**src/rtl/bmlp_layer_sequencer_if.sv**
```systemverilog
// Handshake/control bundle between the binary-MLP layer sequencer and its datapath/host.
// The slave modport is the sequencer; the master modport is the host/datapath side.
interface bmlp_layer_sequencer_if #(
  parameter int CNT_W      = 7,
  parameter int NUM_LAYERS = 3,
  parameter int LAY_W      = 2
);
  logic                        start;
  logic [CNT_W-1:0]            in_end;
  logic [NUM_LAYERS*CNT_W-1:0] neur_end;
  logic                        in_valid;
  logic                        in_ready;
  logic                        rf_we;
  logic                        rf_wbank;
  logic [CNT_W-1:0]            rf_waddr;
  logic                        rf_rbank;
  logic [CNT_W-1:0]            rf_raddr;
  logic                        mac_en;
  logic                        mac_clr;
  logic                        wb_sel;
  logic [LAY_W-1:0]            layer;
  logic                        busy;
  logic                        done;

  modport slave (
    input  start, in_end, neur_end, in_valid,
    output in_ready, rf_we, rf_wbank, rf_waddr, rf_rbank, rf_raddr,
           mac_en, mac_clr, wb_sel, layer, busy, done
  );

  modport master (
    output start, in_end, neur_end, in_valid,
    input  in_ready, rf_we, rf_wbank, rf_waddr, rf_rbank, rf_raddr,
           mac_en, mac_clr, wb_sel, layer, busy, done
  );
endinterface

```
**src/rtl/bmlp_layer_sequencer.sv**
```systemverilog
// Control FSM for the binary MLP: loads the input vector into bank 0, then sweeps each
// neuron of each layer through the XNOR-popcount MAC and writes it to the opposite bank.
module bmlp_layer_sequencer #(
  parameter int CNT_W      = 7,
  parameter int NUM_LAYERS = 3,
  parameter int LAY_W      = 2
) (
  input logic                   clk,
  input logic                   rst,
  bmlp_layer_sequencer_if.slave bus
);

  localparam int NE_N = 1 << LAY_W;

  typedef enum logic [2:0] {S_IDLE, S_LOAD, S_SWEEP, S_WB, S_DONE} state_t;

  state_t                       state;
  logic [CNT_W-1:0]             ld_cnt, rd_cnt, neuron, in_end_q, src_end;
  logic [LAY_W-1:0]             layer;
  // Padded to a power of two so any layer index selects a defined entry.
  logic [NE_N-1:0][CNT_W-1:0]   ne_q;

  // Layer 0 reads the input vector; later layers read the previous layer's neurons.
  always_comb begin
    src_end = in_end_q;
    if (layer != '0) src_end = ne_q[layer - LAY_W'(1)];
  end

  always_ff @(posedge clk or posedge rst) begin
    if (rst) begin
      state    <= S_IDLE;
      ld_cnt   <= '0;
      rd_cnt   <= '0;
      neuron   <= '0;
      layer    <= '0;
      in_end_q <= '0;
      ne_q     <= '0;
    end else begin
      case (state)
        S_IDLE: if (bus.start) begin
          in_end_q <= bus.in_end;
          ne_q     <= '0;
          for (int l = 0; l < NUM_LAYERS; l++) ne_q[l] <= bus.neur_end[l*CNT_W +: CNT_W];
          ld_cnt   <= '0;
          rd_cnt   <= '0;
          neuron   <= '0;
          layer    <= '0;
          state    <= S_LOAD;
        end
        S_LOAD: if (bus.in_valid) begin
          if (ld_cnt == in_end_q) begin
            ld_cnt <= '0;
            rd_cnt <= '0;
            neuron <= '0;
            layer  <= '0;
            state  <= S_SWEEP;
          end else begin
            ld_cnt <= ld_cnt + CNT_W'(1);
          end
        end
        S_SWEEP: begin
          if (rd_cnt == src_end) begin
            rd_cnt <= '0;
            state  <= S_WB;
          end else begin
            rd_cnt <= rd_cnt + CNT_W'(1);
          end
        end
        S_WB: begin
          if (neuron != ne_q[layer]) begin
            neuron <= neuron + CNT_W'(1);
            state  <= S_SWEEP;
          end else if (layer != LAY_W'(NUM_LAYERS - 1)) begin
            layer  <= layer + LAY_W'(1);
            neuron <= '0;
            state  <= S_SWEEP;
          end else begin
            state  <= S_DONE;
          end
        end
        S_DONE: begin
          layer  <= '0;
          neuron <= '0;
          state  <= S_IDLE;
        end
        default: state <= S_IDLE;
      endcase
    end
  end

  // Moore decode; the only input feed-through is rf_we following in_valid during LOAD.
  always_comb begin
    bus.in_ready = 1'b0;
    bus.rf_we    = 1'b0;
    bus.rf_wbank = 1'b0;
    bus.rf_waddr = '0;
    bus.rf_rbank = 1'b0;
    bus.rf_raddr = rd_cnt;
    bus.mac_en   = 1'b0;
    bus.mac_clr  = 1'b0;
    bus.wb_sel   = 1'b0;
    bus.layer    = layer;
    bus.busy     = (state != S_IDLE);
    bus.done     = (state == S_DONE);
    case (state)
      S_LOAD: begin
        bus.in_ready = 1'b1;
        bus.rf_we    = bus.in_valid;
        bus.rf_waddr = ld_cnt;
      end
      S_SWEEP: begin
        bus.mac_en   = 1'b1;
        bus.mac_clr  = (rd_cnt == '0);
        bus.rf_rbank = layer[0];
      end
      S_WB: begin
        bus.rf_we    = 1'b1;
        bus.wb_sel   = 1'b1;
        bus.rf_wbank = ~layer[0];
        bus.rf_waddr = neuron;
      end
      default: ;
    endcase
  end

endmodule

```
**src/flat_wrapper.sv**
```systemverilog
// flat-port wrapper written by rule: the top's interface ports become plain ports
module bmlp_layer_sequencer_flat 
#(
  parameter int CNT_W      = 7,
  parameter int NUM_LAYERS = 3,
  parameter int LAY_W      = 2
)
  (clk, rst, bus_start, bus_in_end, bus_neur_end, bus_in_valid, bus_in_ready, bus_rf_we, bus_rf_wbank, bus_rf_waddr, bus_rf_rbank, bus_rf_raddr, bus_mac_en, bus_mac_clr, bus_wb_sel, bus_layer, bus_busy, bus_done);
  bmlp_layer_sequencer_if #(.CNT_W(CNT_W), .NUM_LAYERS(NUM_LAYERS), .LAY_W(LAY_W)) bus_i ();
  input logic clk;
  input logic rst;
  input wire logic [$bits(bus_i.start)-1:0] bus_start;
  input wire logic [$bits(bus_i.in_end)-1:0] bus_in_end;
  input wire logic [$bits(bus_i.neur_end)-1:0] bus_neur_end;
  input wire logic [$bits(bus_i.in_valid)-1:0] bus_in_valid;
  output wire logic [$bits(bus_i.in_ready)-1:0] bus_in_ready;
  output wire logic [$bits(bus_i.rf_we)-1:0] bus_rf_we;
  output wire logic [$bits(bus_i.rf_wbank)-1:0] bus_rf_wbank;
  output wire logic [$bits(bus_i.rf_waddr)-1:0] bus_rf_waddr;
  output wire logic [$bits(bus_i.rf_rbank)-1:0] bus_rf_rbank;
  output wire logic [$bits(bus_i.rf_raddr)-1:0] bus_rf_raddr;
  output wire logic [$bits(bus_i.mac_en)-1:0] bus_mac_en;
  output wire logic [$bits(bus_i.mac_clr)-1:0] bus_mac_clr;
  output wire logic [$bits(bus_i.wb_sel)-1:0] bus_wb_sel;
  output wire logic [$bits(bus_i.layer)-1:0] bus_layer;
  output wire logic [$bits(bus_i.busy)-1:0] bus_busy;
  output wire logic [$bits(bus_i.done)-1:0] bus_done;
  assign bus_i.start = bus_start;
  assign bus_i.in_end = bus_in_end;
  assign bus_i.neur_end = bus_neur_end;
  assign bus_i.in_valid = bus_in_valid;
  assign bus_in_ready = bus_i.in_ready;
  assign bus_rf_we = bus_i.rf_we;
  assign bus_rf_wbank = bus_i.rf_wbank;
  assign bus_rf_waddr = bus_i.rf_waddr;
  assign bus_rf_rbank = bus_i.rf_rbank;
  assign bus_rf_raddr = bus_i.rf_raddr;
  assign bus_mac_en = bus_i.mac_en;
  assign bus_mac_clr = bus_i.mac_clr;
  assign bus_wb_sel = bus_i.wb_sel;
  assign bus_layer = bus_i.layer;
  assign bus_busy = bus_i.busy;
  assign bus_done = bus_i.done;
  bmlp_layer_sequencer #(.CNT_W(CNT_W), .NUM_LAYERS(NUM_LAYERS), .LAY_W(LAY_W)) u_core (.clk(clk), .rst(rst), .bus(bus_i));
endmodule
```
**config.mk**
```make
export PLATFORM = sky130hd
export DESIGN_NAME = bmlp_layer_sequencer_flat
export DESIGN_NICKNAME = d
export VERILOG_FILES = /design/src/rtl/bmlp_layer_sequencer_if.sv /design/src/rtl/bmlp_layer_sequencer.sv /design/src/flat_wrapper.sv
export SDC_FILE = /design/constraint.sdc
export NUM_CORES = 1
export LEC_CHECK = 0
export ABC_AREA = 0
export CORE_MARGIN = 1
export CORE_UTILIZATION = 58
export DETAILED_ROUTE_END_ITERATION = 16
export PLACE_DENSITY = 0.86
export SLEW_MARGIN = 0
export SYNTH_ARGS = -nofsm -noshare
export SYNTH_HDL_FRONTEND = slang
export SYNTH_SLANG_ARGS = --single-unit
```
**constraint.sdc**
```tcl
create_clock -name clk -period 3.8 [get_ports clk]
set_input_delay 0.57 -clock clk [delete_from_list [all_inputs] [get_ports clk]]
set_output_delay 0.57 -clock clk [all_outputs]
set_load 0.01 [all_outputs]
```
# After elaboration in Yosys (flattened, before gate mapping)
# Index checks and enable logic that the tools add are counted.
# W data, S select, Z words.
word_totals:
  ff_bits: 54
  output_inout_bits: 25
  inputBits: 32
op_classes:
  mux: 37
  magnitude_cmp: 2
  reduce_logical: 13
  bitwise: 1
  eq_ne: 15
  n_addsub: 5
ops:
  columns: ["operator", "count"]
  rows:
  - ["$mux W7", 11]
  - ["$bmux W7 S2", 2]
  - ["$pmux W7 S2", 2]
  - ["$pmux W7 S4", 1]
  - ["$add A7 B1 Y7 const B", 3]
  - ["$pmux W7 S3", 1]
  - ["$mux W3", 6]
  - ["$eq A7 B7 Y1", 2]
  - ["$pmux W3 S4", 1]
  - ["$mux W2", 5]
  - ["$ne A2 B2 Y1 const B", 4]
  - ["$pmux W2 S4", 1]
  - ["$reduce_and A4 Y1", 2]
  - ["$logic_not A7 Y1", 1]
  - ["$ne A7 B7 Y1", 1]
  - ["$eq A3 B2 Y1 const B", 2]
  - ["$lt A2 B3 Y1 const B", 2]
  - ["$mux W1", 6]
  - ["$ne A2 B1 Y1 const B", 3]
  - ["$reduce_and A6 Y1", 1]
  - ["$reduce_bool A3 Y1", 2]
  - ["$reduce_and A5 Y1", 1]
  - ["$reduce_bool A2 Y1", 2]
  - ["$reduce_bool A4 Y1", 1]
  - ["other kinds (10)", 10]

# Longest topological paths before layout
logic_depth:
  ltp_word: 7
  depth_mapped: 11
  mapped_depth_nobuf: 9

# Worst setup path before layout
# OpenSTA, ideal clock, no wires.
synth_timing:
  kind: "register -> register"
  from: "register u_core.layer[1] (netlist: u_core.bus.layer[1])"
  to: "register u_core.rd_cnt[2] (netlist: u_core.bus.rf_raddr[2])"
  n_path_buf: 2
  arrival_ps: 2543
  stages_incl_launch_ff: 12
  slack_ps: 1132
  period_less_slack_ps: 2668
  path_cell_list: "dfrtp_1 > buf_6 > inv_1 > ha_1 > buf_6 > mux2i_1 > o221ai_1 > xor2_1 > nor4_4 > a41oi_4 > and3_1 > a221o_1"
synth_between:
  elab_chain_cells: 7
synth_lines:
  columns: ["item", "line_no", "rtl"]
  rows:
  - ["start: declaration", "bmlp_layer_sequencer.sv:19", "logic [LAY_W-1:0] layer;"]
  - ["start signal: assignment", "bmlp_layer_sequencer.sv:74", "layer <= layer + LAY_W'(1);"]
  - ["$sub A2 B1 Y2", "bmlp_layer_sequencer.sv:26", "if (layer != '0) src_end = ne_q[layer - LAY_W'(1)];"]
  - ["$bmux W7 S2", "bmlp_layer_sequencer.sv:26", null]
  - ["$mux W7 (not written as such)", "bmlp_layer_sequencer.sv:26", null]
  - ["$mux W7 (*)", "bmlp_layer_sequencer.sv:26", null]
  - ["$eq A7 B7 Y1 (*)", "bmlp_layer_sequencer.sv:62", "if (rd_cnt == src_end) begin"]
  - ["$mux W7 (*)", "bmlp_layer_sequencer.sv:62", null]
  - ["$pmux W7 S3 (*)", "bmlp_layer_sequencer.sv:39", "case (state)"]
  - ["end signal: assignment", "bmlp_layer_sequencer.sv:66", "rd_cnt <= rd_cnt + CNT_W'(1);"]
  - ["end: declaration", "bmlp_layer_sequencer.sv:18", "logic [CNT_W-1:0] ld_cnt, rd_cnt, neuron, in_end_q, src_end;"]
# Every way passes the cells marked *; elsewhere a longest branch is shown, timed or not. The select of a mux whose other input is x is not followed.
# A chain may end at the register's enable or synchronous reset.

# Worst setup path in the final report
# Same ends and word-level chain as after synthesis.

==> impl_metrics.tcl <==
set metrics [dict create \
    final_hold_viol_count 0 \
    post_cts_resized 0 \
    ctsHoldBuffers 0 \
    grt_first_pass_wirelength_mm 13.7 \
    routed_wl_mm 8.01 \
    synth_top_cell_by_area "dfrtp_1" \
    postRouteAntennaNets 0 \
    worstPathCellList "inv_1 > ha_1 > mux2i_1 > o221ai_1 > xor2_1 > nor4_4 > a41oi_4 > and3_1 > a221o_1" \
    place_congestion 0.967 \
    p_leak_nw 1.59 \
    synth_cell_types 61 \
    critPathKind "reg2reg" \
    finalNonFillerCells 467 \
    cp_slowest_cell "dfrtp_1" \
    cellPowerDensity_nw_per_um2 634 \
    fp.dieW_um 79.1 \
    worstRegToRegCells 9 \
    clkLatencyLatePin_ns 0.31 \
    hp-class "reg2reg" \
    min-delay-start "u_core.ne_q[19]$_DFFE_PP0P_" \
    crit_path_max_fanout 16 \
    synth_top_area_share_pct 39.2 \
    slowest_delay_ns 0.70 \
    start_util_pct 61.4 \
    crit_arrival_ns 3.41 \
    fmax_mhz 312 \
    cts.path.max_buffers 2 \
    tightest_slew_ns 1.11 \
    fin_area_um2 4120 \
    r2r_end "u_core.bus.rf_raddr[2]$_DFFE_PP0P_" \
    dieArea_um2 6250 \
    synth_seq_area_share_pct 39.2 \
    relSlewSlack_pct 25.6 \
    cts_sinks 54 \
    tritoncts "built" \
    ff_latch_area_um2 1350 \
    vias_per_cell 6.08 \
    fin_crit_sh_pct 84.3 \
    fin_skew_ns 0.0146 \
    drt-initial-drc-count 171 \
    htree_levels 2 \
    critPathCapture "u_core.bus.rf_raddr[2]$_DFFE_PP0P_" \
    io_buffers 56 \
    place_area_um2 4030 \
    multiInputGateArea_um2 1930 \
    drt_first_pass_iters 5 \
    core.rowCount 27 \
    root_buffer "clkbuf_8" \
    syn_nets 381 \
    cpLargestDelayFamily "flip-flops" \
    rsz0062_at_grt "no" \
    tns_ns 0 \
    io_pins 57 \
    diodes 0 \
    clk_pin_slew_ns 0.09 \
    end_kind "register" \
    syn_avg_cell_area_um2 10.0 \
    coreArea_um2 5610 \
    ys.flop_type "dfrtp_1" \
    synth-edff-count 0 \
    yosysWarnings 0 \
    slew_violations 0 \
    async_flop_share_pct 100 \
    post_cts_buffers 0 \
    nFillCells 426 \
    crit_path_start "u_core.bus.layer[1]$_DFFE_PP0P_" \
    worstPathRequired_ns 4.00 \
    grt_pass1_vias 2782 \
    yosysMostFrequentCell "dfrtp_1" \
    finalNetCount 432 \
    antenna_found_initial 0 \
    grt_max_degree 55 \
    cp_num_cells 9 \
    cts_buffers 5 \
    cap_viol_max_count 0 \
    overflow 0 \
    drcViolationCount 0 \
    drive_above_1_share_pct 15.9 \
    ys_top_cells_by_area "dfrtp_1 (39%), mux2_2 (9.2%), xnor2_1 (5.1%)" \
    crit_path_start_kind "register" \
    r2r_start "u_core.bus.layer[1]$_DFFE_PP0P_" \
    path_buf_inv 1 \
    vias 2838 \
    ff2ff_setup_slack_ns 0.60 \
    status "completed" \
    syn_area_um2 3440 \
    irDropWorstVdd_uv 357 \
    synthCells 343 \
    place_inst 459 \
    grtUsageTotal_pct 28.5 \
    setup_violations 0 \
    synth_seq_cells 54 \
    wl_per_cell_um 17.1 \
    hpwl_mm 6.01 \
    die_h_um 79.1 \
    syn_to_final_growth_pct 19.7 \
    synthTopCellsByCount "dfrtp_1 (54), nand2_1 (35), mux2_2 (28), nor2_1 (21)" \
    period_needed_ns 3.20 \
]
placed cells by master, fill, tap and decap left out, types with 2 or more instances in the layout:
cell type        Yosys  routed
xnor2_1             20      20
a22o_1               5       5
nand3_1              8       8
nor4_4               3       3
nor2_1              21      20
a21oi_1              7       7
dfrtp_1             54      54
a221oi_1             2       2
o221ai_2             3       3
nor3_1               8       8
clkdlybuf4s50_1      0      56
and2_1               3       3
o221ai_1             5       5
nor2b_1              2       2
buf_4                1       3
nand2b_1            12      12
o32ai_1              4       4
mux2i_1             12      12
nor4_1               3       3
or3_1                2       2
nor4bb_1             2       2
a21o_1               2       2
o22ai_1              4       4
and3_1               2       2
xor2_1               3       3
and4_1               2       2
clkbuf_8             0       6
o221a_2              4       4
nand2_1             35      35
inv_1               20      19
ha_1                 6       6
mux2_2              28      28
nor3b_1              3       3
nand4_1              3       3
o21ai_0             16      16
worst reg2reg max path, stage by stage, from the launching register on:
cell and delay, ns:
dfrtp_1 0.70, inv_1 0.17, ha_1 0.62, mux2i_1 0.27, o221ai_1 0.14, xor2_1 0.18, nor4_4 0.33, a41oi_4 0.22
and3_1 0.21, a221o_1 0.25
cell type report:
cell class,count,share of cell area [%]
multi-input combinational,253,46.8
inverter,21,1.91
timing repair buffer,59,14.1
clock buffer,7,2.09
tap,72,2.19
sequential,54,32.8
clock inverter,1,0.121
power breakdown:
group | switching, W | internal, W
logic | 0.000629 | 0.000612
registers | 0.000266 | 0.000771
clock network | 0.000189 | 0.000148
flip-flops by register name (all words and copies together) (netlist names):
name and cells:
u_core.ld_cnt 7, u_core.bus.rf_raddr 7, u_core.in_end_q 7, u_core.state 3, u_core.bus.layer 2, u_core.ne_q 21, u_core.neuron 7
stage by stage:
step / power, W / hold WS [ns] / setup slack (ns) / util, %
after floorplan: 0.00188 / 0.497 / 1.13 / -
after CTS: 0.00262 / 0.551 / 0.634 / 73.5
after global placement: 0.00223 / 0.526 / 0.807 / 71.9
final: 0.00261 / 0.548 / 0.596 / 73.5
after detailed placement: 0.00228 / 0.534 / 0.679 / 71.9
after global routing: 0.00279 / 0.564 / 0.419 / 73.5
per-layer routing:
layer / track usage (%) / vias up / wire length, um
met1: 38.7 / 1377 / 3430
met2: 47.5 / 121 / 4000
met5: 0 / - / 0
li1: - / 1330 / -
met3: 3.10 / 10 / 484
met4: 9.27 / 0 / 91
worst min-delay path by stage:
stage,end,slack [ns],depth (start not counted)
6_report,u_core.ne_q[19]$_DFFE_PP0P_,0.55,1
5_1_grt,u_core.ne_q[19]$_DFFE_PP0P_,0.56,1
4_1_cts,u_core.ne_q[19]$_DFFE_PP0P_,0.55,1
3_5_place_dp,u_core.ne_q[19]$_DFFE_PP0P_,0.53,1
3_3_place_gp,u_core.ne_q[6]$_DFFE_PP0P_,0.53,1
2_1_floorplan,u_core.ne_q[20]$_DFFE_PP0P_,0.50,1
cell families (layout without fill, tap and decap cells):
group | after synthesis | after routing | share of synthesized area, %
buffers and inverters | 36 | 88 | 4.90
multiplexers | 40 | 40 | 12.6
adder cells (fa/ha/maj) | 6 | 6 | 2.18
AO/OA/AOI/OAI | 64 | 64 | 15.0
flip-flops | 54 | 54 | 39.2
XOR/XNOR | 23 | 23 | 5.85
AND/OR/NAND/NOR | 120 | 120 | 20.2
(Power assumes the default switching activity.)
